$ cat config.mk
export PLATFORM = sky130hd
export DESIGN_NAME = fetch_stage
export DESIGN_NICKNAME = d
export VERILOG_FILES = /design/src/rtl/pipeline_pkg.sv /design/src/rtl/if_id_reg.sv /design/src/rtl/fetch_stage.sv
export SDC_FILE = /design/constraint.sdc
export NUM_CORES = 1
export LEC_CHECK = 0
export BUFFER_PORTS_ARGS = -buffer_cell sky130_fd_sc_hd__buf_2
export CAP_MARGIN = 20
export CORE_ASPECT_RATIO = 1.25
export CORE_MARGIN = 2
export CORE_UTILIZATION = 35
export DETAILED_ROUTE_END_ITERATION = 16
export PLACE_DENSITY = 0.74
export SLEW_MARGIN = 20
export SYNTH_ARGS = -nofsm -noshare
export SYNTH_HDL_FRONTEND = slang
export SYNTH_SLANG_ARGS = --single-unit
$ cat constraint.sdc
create_clock -name clk -period 2.4 [get_ports clk]
set_clock_uncertainty 0.1 [all_clocks]
set_input_delay 0.24 -clock clk [delete_from_list [all_inputs] [get_ports clk]]
set_output_delay 0.24 -clock clk [all_outputs]
set_load 0.02 [all_outputs]
$ cat src/rtl/pipeline_pkg.sv
// Shared pipeline definitions: the 32-bit word type and stage-register constants.
// The PC_STEP helper keeps every stage computing PC+PC_STEP the same way.
package pipeline_pkg;

   typedef logic [31:0] word_t;

   localparam word_t PIPE_RESET_PC  = 32'h0000_0000;
   localparam word_t PIPE_NOP_INSTR = 32'h0000_0000;  // sll $0,$0,0
   localparam word_t PIPE_PC_STEP   = 32'd4;

   // Modulo-2^32 sequential address; 32'hFFFF_FFFC + 4 wraps to 0.
   function automatic word_t next_seq(input word_t addr, input word_t step);
      return addr + step;
   endfunction

endpackage

$ cat src/rtl/if_id_reg.sv
// IF/ID pipeline register with flush > hold > memory-wait bubble > load priority.
// The accept output marks an edge that captures a real instruction.
module if_id_reg
   import pipeline_pkg::*;
#(
   parameter word_t NOP_INSTR = PIPE_NOP_INSTR
) (
   input  logic  clk,
   input  logic  reset,
   input  logic  flush,
   input  logic  write,
   input  logic  ready,
   input  word_t instr_in,
   input  word_t pc4_in,
   output word_t instr,
   output word_t pc4,
   output logic  valid,
   output logic  accept
);

   // NOTE: every output of an always_comb gets a default first, so no path can infer a latch.
   always_comb begin
      accept = 1'b0;
      if (!flush && write && ready)
         accept = 1'b1;
   end

   // NOTE: sequential state uses non-blocking assignments so all registers update together.
   always_ff @(posedge clk) begin
      if (reset) begin
         instr <= NOP_INSTR;
         pc4   <= '0;
         valid <= 1'b0;
      end else if (flush) begin
         instr <= NOP_INSTR;
         pc4   <= '0;
         valid <= 1'b0;
      end else if (write) begin
         // A memory wait still records pc4 but marks the slot as a bubble.
         instr <= ready ? instr_in : NOP_INSTR;
         pc4   <= pc4_in;
         valid <= ready;
      end
   end

endmodule

$ cat src/rtl/fetch_stage.sv
// Instruction-fetch stage: PC register, next-PC mux, fetch counter and the IF/ID register.
// Redirects override both PCWrite and a pending slow fetch.
module fetch_stage
   import pipeline_pkg::*;
#(
   parameter word_t RESET_PC  = PIPE_RESET_PC,
   parameter word_t NOP_INSTR = PIPE_NOP_INSTR,
   parameter word_t PC_STEP   = PIPE_PC_STEP
) (
   input  logic  clk,
   input  logic  reset,
   input  logic  PCWrite,
   input  logic  If_Id_write,
   input  logic  If_Id_flush,
   input  logic  PCsource,
   input  word_t branch_target,
   input  logic  jump,
   input  word_t jump_target,
   output word_t imem_addr,
   input  word_t imem_data,
   input  logic  imem_ready,
   output word_t pc,
   output word_t If_Id_instr,
   output word_t If_Id_pc4,
   output logic  If_Id_valid,
   output word_t fetch_count
);

   word_t pc_q;
   word_t pc_plus;
   word_t count_q;
   logic  accept;

   assign pc_plus     = next_seq(pc_q, PC_STEP);
   assign pc          = pc_q;
   assign imem_addr   = pc_q;
   assign fetch_count = count_q;

   // Branch resolves later than jump, so a simultaneous jump is on the wrong path.
   always_ff @(posedge clk) begin
      if (reset)
         pc_q <= RESET_PC;
      else if (PCsource)
         pc_q <= branch_target;
      else if (jump)
         pc_q <= jump_target;
      else if (PCWrite && imem_ready)
         pc_q <= pc_plus;
   end

   always_ff @(posedge clk) begin
      if (reset)
         count_q <= '0;
      else if (accept)
         count_q <= count_q + 32'd1;
   end

   if_id_reg #(
      .NOP_INSTR (NOP_INSTR)
   ) u_if_id (
      .clk      (clk),
      .reset    (reset),
      .flush    (If_Id_flush),
      .write    (If_Id_write),
      .ready    (imem_ready),
      .instr_in (imem_data),
      .pc4_in   (pc_plus),
      .instr    (If_Id_instr),
      .pc4      (If_Id_pc4),
      .valid    (If_Id_valid),
      .accept   (accept)
   );

endmodule

=== Word-level counts from Yosys, hierarchy flattened ===
Cells that the tools add are included.

* Add/sub/neg operators: 2
* Mux-type cells: 5
* Reductions and logical operators: 6

{| class="wikitable"
|+ Operators by type and width
! cell !! count
|-
| $mux 32 || 4
|-
| $add 32x1->32 const B || 1
|-
| $add 32x3->32 const B || 1
|-
| $logic_and 1x1->1 || 3
|-
| $reduce_bool 3->1 || 1
|-
| $reduce_or 2->1 || 1
|-
| $logic_not 1->1 || 1
|-
| $mux 1 || 1
|}

* Flip-flop bits (word level): 129
* Input bits: 104
* Output and inout port bits: 161
* Word-level logic and storage cells: 18

=== Depth between registers and ports, before layout ===
* Depth in word-level cells: 4
* Mapped depth: 8
* Gate-level depth less buffers: 6

=== Modules after synthesis ===
A second synthesis with hierarchy kept.

* Cell total of the unflattened synthesis: 807
* Area, all modules: 6895.4 µm²

{| class="wikitable"
|+ By module, submodules not included
! module !! instances !! cells an instance !! area an instance (µm²)
|-
| fetch_stage || 1 || 555 || 4367.9
|-
| if_id_reg || 1 || 252 || 2527.4
|}

=== Least setup slack after synthesis ===
OpenSTA, ideal clock, no wires.

* Kind: register to register
* From: reg pc_q[10], in the netlist imem_addr[10]
* To: reg pc_q[31], in the netlist imem_addr[31]
* Data arrival time: 2.269 ns
* Data required time: 2.225 ns
* Path slack: -0.044 ns
* Stages on the path, launching flop included: 8
* Path buffers: 2
* Clock period less this slack: 2.444 ns
* Cell sequence: dfxtp_1 > buf_2 > and4_1 > buf_4 > nand4_4 > or4_4 > or4_1 > a31oi_1

* Word-level cells in the longest chain between the ends: 4

{| class="wikitable"
|+ RTL lines
! element !! RTL line !! source
|-
| start: declaration || fetch_stage.sv:29 || <nowiki>word_t pc_q;</nowiki>
|-
| start signal: assignment || fetch_stage.sv:44 || <nowiki>pc_q <= branch_target;</nowiki>
|-
| start signal: assignment || fetch_stage.sv:46 || <nowiki>pc_q <= jump_target;</nowiki>
|-
| start signal: assignment || fetch_stage.sv:48 || <nowiki>pc_q <= pc_plus;</nowiki>
|-
| $add 32x3->32 || pipeline_pkg.sv:13 || <nowiki>return addr + step;</nowiki>
|-
| $mux 32 || fetch_stage.sv:47 || <nowiki>else if (PCWrite && imem_ready)</nowiki>
|-
| $mux 32 || fetch_stage.sv:45 || <nowiki>else if (jump)</nowiki>
|-
| $mux 32 || fetch_stage.sv:43 || <nowiki>else if (PCsource)</nowiki>
|}

No other way between the ends. The select of a mux whose other input is x is not followed.
A chain may end at the register's enable or synchronous reset.

=== Final worst setup path ===
* From: reg pc_q[13], in the netlist imem_addr[13]
* To: reg pc_q[31], in the netlist imem_addr[31]

Same word-level chain as after synthesis.

==> impl_results.md <==
* Critical Path RT at roughly 2700 ps
* Critical Path AT at roughly 2500 ps
* Post-synthesis simple-gate area fraction at about 24%
* Vias in the first global route at roughly 6,700
* Unique masters post-synth at between 50 and 60
* Area occupied by multi-input gates at roughly 3300 um^2
* Worst-Margin Slew at about 840 ps
* Die ar. at around 19,000 um^2
* Compound-cell area share of the yosys netlist at a little under a fifth
* Post-DP HPWL at approximately 17,000 um
* Initial antenna violation count at 2
* Register area share after synthesis at between 40% and 50%
* Detailed Route WL at roughly 24,000 um
* Chip Width at around 120 um
* Clk sinks at about 130
* Fmax at between 400 and 500 MHz
* Row cnt at between 50 and 60
* Pin count of the biggest net entering global routing at slightly above 50
* Clock root buffer: clkbuf_16
* Most common cell after layout, fill and taps aside: buf_2
* CP Capture Type: flip-flop
* Critical path peak fanout at 6
* WL per Instance at 18.0 um
* Worst hold path type: primary input to flip-flop
* DR vias/cell at approximately 5.3
* Setup slack after layout at 184 ps
* Post-synthesis async set-or-reset flop share at 0%
* Gr ovfl total at 0
* Pwr dens at approximately 650 nW/um^2
* FF/Latch Area at around 2600 um^2
* Post-Synth XOR/XNOR Area at under 10%
* RSZ-0062 raised after global routing: false
* WS Path Type: flip-flop to flip-flop
* Min cycle time layout at 2220 ps
* Initial DRT Pass Iterations at 7
* ANT cells at 0
* Area delta synth->final at 39.6%
* Leakage at around 4 nW
* Post-synth top flop: dfxtp_1
* Drc violations at 0
* Post-Syn Nets at just under 900
* Chip height at 155 um
* Iteration-0 DRC Markers at about 380
* Crit path launch type: flip-flop
* Peak supply drop at between 0.3 and 0.4 mV
* Clock Path Buffers at 2
* Slew HR at 43.7%
* Pre-CTS setup slack at just over 200 ps
* Core area at 18,000 um^2
* RD Place Congestion at between 0.9 and 1
* Post-Syn Area at 6400 um^2
* Nets at between 1,000 and 1,500
* Clk slew on worst S/H paths at approximately 60 ps
* Combinational family with the most area after synthesis: simple AND/OR/NAND/NOR gates
* Outcome: completed
* IO Pins at 265
* CTS buffer count at 17
* GRT Total Usage at approximately a quarter
* Via count at a little under 7,000
* Adder-cell share of the synthesized area at less than 1%
* Period utilisation layout at 92.4%
* Final hold slack at about 23 ps
* Skew-Pair Late Insertion Delay at approximately 430 ps
* Setup violators final at 0
* Setup Fix Bufs, Post-CTS at 0
* Max_cap viols at 0
* First-pass GRT wire length at between 30,000 and 40,000 um
* H-tree depth at 4
* FILL cells at ~1,700
* Synth warn at 0
* Number of synthesized flops with an enable pin at 0
* Commonest non-fill, non-tap cells in the layout: buf_2, dfxtp_1, nor2_1, a21oi_1, buf_4
* Mux contribution to synthesized area at approximately 1.4%
* Final hold vios at 0
* CTS tree: built
* Mean Syn Cell Area at ~8 um^2
* Synth Register Bits at roughly 130
* DRT antenna net count at 0
* Synth Instances at between 700 and 800
* IO buf count at about 260
* Max-slew violation count at 0
* Initial cell density of the core at 35.5%
* Layout Utilization at between 40 and 50%
* Layout cells sized above 1 at 32.9%
stage by stage:
stage | setup TNS, ps | instances | power [mW] | cell area (um^2)
finish | 0 | 1312 | 5.78 | 8930
global route | 0 | 1312 | 6.02 | 8930
CTS | 0 | 1312 | 5.83 | 8930
detailed placement | 0 | 1242 | 3.16 | 7950
global placement | 0 | 1242 | 3.15 | 7950
floorplan | -31.2 | 784 | 2.83 | 6400
state kept, by name, indices dropped and copies added (netlist names):
| register | count |
|---|---|
| fetch_count | 32 |
| u_if_id.pc4 | 32 |
| u_if_id.valid | 1 |
| imem_addr | 32 |
| u_if_id.instr | 32 |
final cells by class:
type,count,share of cell area (%)
Inverter,11,0.462
Clock buffer,17,4.76
Tap cell,228,3.19
Clock inverter,14,1.88
Multi-Input combinational cell,556,37.0
Timing Repair Buffer,357,23.8
Sequential cell,129,28.9
power breakdown:
group	switching, mW	total (mW)	internal, mW
Combinational	0.544	0.901	0.357
Sequential	0.0564	2.27	2.21
Clock	0.988	2.61	1.62
worst paths after layout:
path / start / endpoint / slack [ps] / cells past startpoint
worst min-delay path: jump_target[23] / imem_addr[23]$_SDFFE_PP0P_ / 20 / 3
worst max register to register: imem_addr[13]$_SDFFE_PP0P_ / imem_addr[31]$_SDFFE_PP0P_ / 180 / 5
worst min register to register: u_if_id.pc4[30]$_SDFFE_PP0P_ / u_if_id.pc4[30]$_SDFFE_PP0P_ / 370 / 2
worst max-delay path: imem_addr[13]$_SDFFE_PP0P_ / imem_addr[31]$_SDFFE_PP0P_ / 180 / 5
timing repair:
action	in CTS	in global routing
hold buffers	39	0
resized for setup	0	0
endpoints found under the hold margin	39	0
endpoints found under the setup margin	0	0
cell usage after synthesis, types with 8 or more instances:
cell type | count | share of area (%)
dfxtp_1 | 129 | 40
nor2_1 | 104 | 6.1
a21oi_1 | 79 | 6.2
clkbuf_1 | 44 | 2.6
nand2_1 | 40 | 2.3
o21ai_0 | 40 | 3.1
buf_4 | 37 | 4.3
nor2b_1 | 34 | 3.3
xor2_1 | 33 | 4.5
nand4_1 | 26 | 2.5
nand3_1 | 24 | 1.9
xnor2_1 | 18 | 2.5
a211oi_1 | 16 | 1.9
nor3_1 | 15 | 1.2
and3_1 | 10 | 0.98
and4_1 | 10 | 1.4
a31oi_1 | 9 | 0.88
inv_1 | 9 | 0.53
mux2i_1 | 8 | 1.3
metal layers:
layer  vias to the layer above  part of all wire, %  GRT usage [%]
met2                       335                   47           40.8
met3                        60                  9.9           8.98
met1                      3208                   39           27.4
li1                       3324                    -              -
met4                         0                  3.5           10.6
met5                         -                    0              0
worst max-delay path, stage by stage, from the launching register on:
cell and delay (ps):
dfxtp_1 450, and4_1 310, nand4_4 110, or4_4 550, or4_1 470, a31oi_1 160
cells by family after synthesis:
group,count (synthesis)
buf+inv,99
fa+ha+maj,2
flops,129
xor+xnor,51
mux,9
simple gates,300
compound gates,194
Power figures use the tool's default switching activity.
